## src/rtl/bp_unicore_mem_arbiter_pkg.sv

```systemverilog
// Shared types for the unicore memory-link arbiter: message width and request source tags.
package bp_unicore_mem_arbiter_pkg;

  localparam int unsigned cce_mem_msg_width_lp = 128;

  typedef enum logic {
    e_arb_src_mem = 1'b0,
    e_arb_src_io  = 1'b1
  } bp_mem_arb_src_e;

endpackage

```

## src/rtl/bsg_fifo_1r1w_small.sv

```systemverilog
// Small register-based 1-read/1-write FIFO with valid/ready enqueue and valid/yumi dequeue.
module bsg_fifo_1r1w_small #(
  parameter int unsigned width_p = 1,
  parameter int unsigned els_p   = 8
) (
  input  logic               clk_i,
  input  logic               reset_n_i,
  input  logic               v_i,
  output logic               ready_o,
  input  logic [width_p-1:0] data_i,
  output logic               v_o,
  output logic [width_p-1:0] data_o,
  input  logic               yumi_i
);

  localparam int unsigned ptr_w_lp = $clog2(els_p);

  logic [width_p-1:0] mem_r [els_p];
  logic [ptr_w_lp:0]  wptr_r, rptr_r;
  logic               enq, deq;

  // Extra pointer bit distinguishes full from empty when the indices match.
  assign v_o     = (wptr_r != rptr_r);
  assign ready_o = ~((wptr_r[ptr_w_lp] != rptr_r[ptr_w_lp]) &&
                     (wptr_r[ptr_w_lp-1:0] == rptr_r[ptr_w_lp-1:0]));
  assign enq     = v_i & ready_o;
  assign deq     = yumi_i & v_o;
  assign data_o  = mem_r[rptr_r[ptr_w_lp-1:0]];

  always_ff @(posedge clk_i or negedge reset_n_i) begin
    if (!reset_n_i) begin
      wptr_r <= '0;
      rptr_r <= '0;
    end else begin
      if (enq) wptr_r <= wptr_r + (ptr_w_lp+1)'(1);
      if (deq) rptr_r <= rptr_r + (ptr_w_lp+1)'(1);
    end
  end

  always_ff @(posedge clk_i) begin
    if (enq) mem_r[wptr_r[ptr_w_lp-1:0]] <= data_i;
  end

endmodule

```

## src/rtl/bp_unicore_mem_arbiter.sv

```systemverilog
// Merges the unicore mem and io command streams onto one memory link and
// routes in-order link responses back to whichever side issued each command.
module bp_unicore_mem_arbiter
  import bp_unicore_mem_arbiter_pkg::*;
#(
  parameter  int unsigned msg_width_p       = cce_mem_msg_width_lp,
  parameter  int unsigned max_outstanding_p = 8,
  localparam int unsigned lg_outstanding_lp = $clog2(max_outstanding_p+1)
) (
  input  logic                         clk_i,
  input  logic                         reset_n_i,

  input  logic [msg_width_p-1:0]       mem_cmd_i,
  input  logic                         mem_cmd_v_i,
  output logic                         mem_cmd_ready_o,
  output logic [msg_width_p-1:0]       mem_resp_o,
  output logic                         mem_resp_v_o,
  input  logic                         mem_resp_yumi_i,

  input  logic [msg_width_p-1:0]       io_cmd_i,
  input  logic                         io_cmd_v_i,
  output logic                         io_cmd_ready_o,
  output logic [msg_width_p-1:0]       io_resp_o,
  output logic                         io_resp_v_o,
  input  logic                         io_resp_yumi_i,

  output logic [msg_width_p-1:0]       link_cmd_o,
  output logic                         link_cmd_v_o,
  input  logic                         link_cmd_ready_i,
  input  logic [msg_width_p-1:0]       link_resp_i,
  input  logic                         link_resp_v_i,
  output logic                         link_resp_yumi_o,

  output logic [lg_outstanding_lp-1:0] outstanding_o,
  output logic                         orphan_resp_o
);

  bp_mem_arb_src_e              rr_ptr_r, head_src;
  logic [msg_width_p-1:0]       link_cmd_r;
  logic                         link_cmd_v_r;
  logic [lg_outstanding_lp-1:0] outstanding_r;
  logic                         orphan_r;
  logic                         tracker_ready, tracker_v, head_tag;
  logic                         can_issue, grant_mem, grant_io;
  logic                         mem_accept, io_accept, accept, pop;

  // Readies are gated by reset so nothing is accepted while reset is held.
  assign can_issue = reset_n_i & (~link_cmd_v_r | link_cmd_ready_i) & tracker_ready;
  assign grant_mem = mem_cmd_v_i & (~io_cmd_v_i | (rr_ptr_r == e_arb_src_mem));
  assign grant_io  = io_cmd_v_i  & (~mem_cmd_v_i | (rr_ptr_r == e_arb_src_io));

  assign mem_cmd_ready_o = can_issue & grant_mem;
  assign io_cmd_ready_o  = can_issue & grant_io;
  assign mem_accept      = mem_cmd_v_i & mem_cmd_ready_o;
  assign io_accept       = io_cmd_v_i & io_cmd_ready_o;
  assign accept          = mem_accept | io_accept;

  bsg_fifo_1r1w_small #(
    .width_p (1),
    .els_p   (max_outstanding_p)
  ) tracker (
    .clk_i     (clk_i),
    .reset_n_i (reset_n_i),
    .v_i       (accept),
    .ready_o   (tracker_ready),
    .data_i    (io_accept),
    .v_o       (tracker_v),
    .data_o    (head_tag),
    .yumi_i    (pop)
  );

  assign head_src         = bp_mem_arb_src_e'(head_tag);
  assign mem_resp_v_o     = link_resp_v_i & tracker_v & (head_src == e_arb_src_mem);
  assign io_resp_v_o      = link_resp_v_i & tracker_v & (head_src == e_arb_src_io);
  assign mem_resp_o       = link_resp_i;
  assign io_resp_o        = link_resp_i;
  assign pop              = (mem_resp_v_o & mem_resp_yumi_i) | (io_resp_v_o & io_resp_yumi_i);
  assign link_resp_yumi_o = pop;

  // After a grant the pointer favours the side that did not win.
  always_ff @(posedge clk_i or negedge reset_n_i) begin
    if (!reset_n_i) begin
      rr_ptr_r <= e_arb_src_mem;
    end else if (accept) begin
      rr_ptr_r <= mem_accept ? e_arb_src_io : e_arb_src_mem;
    end
  end

  always_ff @(posedge clk_i or negedge reset_n_i) begin
    if (!reset_n_i) begin
      link_cmd_v_r <= 1'b0;
      link_cmd_r   <= '0;
    end else if (accept) begin
      link_cmd_v_r <= 1'b1;
      link_cmd_r   <= mem_accept ? mem_cmd_i : io_cmd_i;
    end else if (link_cmd_ready_i) begin
      link_cmd_v_r <= 1'b0;
    end
  end

  always_ff @(posedge clk_i or negedge reset_n_i) begin
    if (!reset_n_i) begin
      outstanding_r <= '0;
    end else begin
      case ({accept, pop})
        2'b10:   outstanding_r <= outstanding_r + lg_outstanding_lp'(1);
        2'b01:   outstanding_r <= outstanding_r - lg_outstanding_lp'(1);
        default: outstanding_r <= outstanding_r;
      endcase
    end
  end

  // A response with nothing outstanding is left on the link and flagged until reset.
  always_ff @(posedge clk_i or negedge reset_n_i) begin
    if (!reset_n_i) begin
      orphan_r <= 1'b0;
    end else if (link_resp_v_i & ~tracker_v) begin
      orphan_r <= 1'b1;
    end
  end

  assign link_cmd_o    = link_cmd_r;
  assign link_cmd_v_o  = link_cmd_v_r;
  assign outstanding_o = outstanding_r;
  assign orphan_resp_o = orphan_r;

endmodule

```

## config.mk

```make
export PLATFORM = sky130hd
export DESIGN_NAME = bp_unicore_mem_arbiter
export DESIGN_NICKNAME = d
export VERILOG_FILES = /design/src/rtl/bp_unicore_mem_arbiter_pkg.sv /design/src/rtl/bsg_fifo_1r1w_small.sv /design/src/rtl/bp_unicore_mem_arbiter.sv
export SDC_FILE = /design/constraint.sdc
export NUM_CORES = 1
export LEC_CHECK = 0
export BUFFER_PORTS_ARGS = -buffer_cell sky130_fd_sc_hd__buf_4
export CORE_AREA = 2 2 308 310
export DETAILED_ROUTE_END_ITERATION = 10
export DIE_AREA = 0 0 310 312
export PLACE_DENSITY = 0.36
export SYNTH_ARGS = -nofsm -noshare
export SYNTH_HDL_FRONTEND = slang
export SYNTH_SLANG_ARGS = --single-unit
```

## constraint.sdc

```tcl
create_clock -name clk_i -period 3.4 [get_ports clk_i]
set_input_delay 0.68 -clock clk_i [delete_from_list [all_inputs] [get_ports clk_i]]
set_output_delay 0.68 -clock clk_i [all_outputs]
set_load 0.1 [all_outputs]
```

==> metrics.md <==
| Metric | Value |
|---|---|
| Status | complete, no violations |
| Yosys Warn Count | 0 |
| Final Net Count | 1,442 |
| VDD IR-drop max | 0.740 mV |
| Max Cap Viol | 0 |
| LEAKAGE | 5.01 nW |
| Final cell count without fillers | 2,311 |
| Asr flop ratio synth | 94.7% |
| GRT Overall Usage | 6.62% |
| Core Rows | 112 |
| Die Ht | 312 um |
| EDFF count, synth | 8 |
| Tcrit/Tclk final | 93.7% |
| Final WL | 32.3 mm |
| Crit path time final | 3.18 ns |
| I/O Buffers | 402 |
| Diodes inserted | 0 |
| Gate Count Post-Synth | 916 |
| Worst Skew | 0.0105 ns |
| Cell total after placement | 2,279 |
| Largest family of logic cells by synthesized area | buffers and inverters |
| XOR/XNOR share of the synthesized area | 1.55% |
| Initial DRC Count | 243 |
| Critical path type | flop to output port |
| Synthesized cell area | 9060 um2 |
| Detailed Routing Iterations Pass 1 | 4 |
| Fmax | 0.314 GHz |
| Via count | 6,500 |
| Largest net degree at the start of global routing | 139 |
| Syn_nets | 1,314 |
| Placer Congestion | 0.739 |
| CTS clk-pin slew, worst paths | 0.07 ns |
| Synth Area in Simple Gates | 7.17% |
| Drt via density | 2.81 |
| TritonCTS Sinks | 151 |
| Clk buf depth | 2 |
| Post-DP HPWL | 25.2 mm |
| H-tree depth | 4 |
| Hold WS | 0.298 ns |
| Clock root buffer | clkbuf_16 |
| Synth cell types | 32 |
| Final instance area | 12,200 um2 |
| Crit. End Element | output port |
| Synth Register Bits | 151 |
| Fillers | 10,700 |
| Detail Route Antenna Nets | 0 |
| Worst rel slew slack | 51.5% |
| Cell with the most instances after synthesis | buf_4 |
| Unrepaired setup endpoints after global routing | false |
| Final core utilization | 13.1% |
| Post-synthesis compound-gate area fraction | 8.13% |
| CTS Buf Count | 17 |
| Share of Yosys cell area claimed by the top area cell type | 39.5% |
| Worst path arrival time | 2.50 ns |
| Number of global-route vias before repair | 6,992 |
| Share of cells above drive strength 1 | 43.6% |
| Final setup viols | 0 |
| Initial antenna violation count | 3 |
| Grt ovf | 0 |
| Synth Area in Adders | 0.911% |
| Die width | 310 um |
| Top_reg_cell synth | dfrtp_1 |
| Commonest cells post-synth | buf_4 (258), dfrtp_1 (143), nand2_1 (135) |
| DRC | 0 |
| Setup tns final | 0 ns |
| Post-synthesis mux area share | 15.2% |
| P per Cell Area | 1240 nW/um2 |
| Worst skew pair latency | 0.49 ns |
| Avg Inst Size Synth | 9.89 um2 |
| Post-cts hold buffer count | 0 |
| Pre-CTS setup slack | 0.351 ns |
| Max FO, Critical Path | 7 |
| Synth top area cells | dfrtp_1 (39%), buf_4 (21%), mux2i_1 (14%), nand2_1 (5.6%), o21ai_0 (4.4%) |
| Io pins | 787 |
| Endpoints failing hold | 0 |
| Post-synth top area cell | dfrtp_1 |
| Core Region | 93,000 um2 |
| CTS tree | yes |
| Actual slew at the worst max-slew pin | 0.727 ns |
| Placed Area | 11,600 um2 |
| Post-synthesis sequential area ratio | 42.1% |
| Area growth syn-to-layout | 34.8% |
| Required @ worst endpoint | 2.72 ns |
| Setup slack after layout | 0.216 ns |
| CP startpoint kind | flop |
| Global-route wire length before repair | 46.5 mm |
| Max-slew violations | 0 |
| Pwr Total | 15.2 mW |
| Min-delay worst type | primary input to asynchronous set/reset pin |
| Initial core utilization | 9.74% |
| Drt wl/cell | 14.0 um |
| Die area | 96,700 um2 |
==> cell families (layout without fill, tap and decap cells) <==
group                    Yosys count  count (layout)
AND/OR/NAND/NOR                  159             159
adder cells (fa/ha/maj)            6               6
multiplexers                     135             135
XOR/XNOR                          16              16
AO/OA/AOI/OAI                    139             139
buffers and inverters            310             451
flip-flops                       151             151
==> layer usage <==
layer  vias up  routed length [um]  track usage (%)
li1       3037                   -                -
met5         -                  31                0
met2       447               15300             10.6
met3        69                4370             4.14
met1      2941               11300             6.43
met4         6                1330             3.96
==> path summary, 6_finish.rpt <==
| kind | from | to | slack, ns | cells after the start |
|---|---|---|---|---|
| worst max-delay path | tracker.rptr_r[0] | link_resp_yumi_o | 0.22 | 5 |
| worst min-delay path | reset_n_i | link_cmd_v_o | 0.30 | 2 |
| worst max register to register | tracker.rptr_r[0] | outstanding_o[3] | 0.48 | 11 |
| worst min register to register | outstanding_o[3] | outstanding_o[3] | 0.48 | 1 |
| max in group asynchronous | reset_n_i | link_cmd_o[105] | 1.89 | 3 |
| min in group clk_i | mem_cmd_i[39] | link_cmd_o[39] | 0.39 | 3 |
==> what timing repair did <==
item / 4_1_cts / 5_1_grt
setup endpoints to repair: 0 / 1
buffers inserted: 0 / 0
resized for setup: 0 / 1
==> registers in the layout, indices dropped and copies added (netlist names) <==
register and count:
tracker.rptr_r 4, link_cmd_v_o 1, orphan_resp_o 1, tracker.wptr_r 4, link_cmd_o 128, rr_ptr_r 1
outstanding_o 4, tracker.mem_r 8
==> final cells by class <==
cell class	count	area [um2]	share of cell area (%)
sequential	151	3820	31.3
timing repair buffer	413	3150	25.8
multi-input combinational	455	3030	24.8
tap	1254	1570	12.8
clock buffer	18	450	3.69
clock inverter	14	163	1.33
inverter	6	26.3	0.215
==> report_power, final <==
group          total (mW)  switching (mW)  leakage (nW)  internal, mW
clock                2.11           0.964         0.292          1.14
sequential           3.27           0.593          1.81          2.67
combinational        9.80            7.64          2.91          2.15
total                15.2            9.20          5.01          5.97
==> worst max-delay path, stage by stage (launching register included) <==
cell        delay [ns]
dfrtp_2           0.47
mux4_2            0.54
mux2i_2           0.24
mux2i_2           0.34
clkinvlp_4        0.18
buf_4             0.25
==> cell usage in the layout (no fill, tap or decap), types with 3 or more instances in the layout <==
| cell type | netlist | final |
|---|---|---|
| buf_4 | 258 | 408 |
| inv_6 | 0 | 3 |
| inv_1 | 6 | 5 |
| clkbuf_16 | 0 | 18 |
| o21ai_0 | 80 | 80 |
| o21ai_1 | 52 | 52 |
| nor2_1 | 8 | 8 |
| dfrtp_1 | 143 | 142 |
| clkinv_4 | 0 | 3 |
| buf_12 | 0 | 4 |
| xnor2_1 | 11 | 11 |
| nand2b_1 | 4 | 4 |
| ha_1 | 5 | 3 |
| clkinvlp_4 | 0 | 4 |
| xor2_1 | 5 | 5 |
| edfxtp_1 | 8 | 8 |
| nor3_1 | 6 | 4 |
| nand2_1 | 135 | 135 |
| mux2i_1 | 131 | 129 |
(Power assumes the default switching activity.)
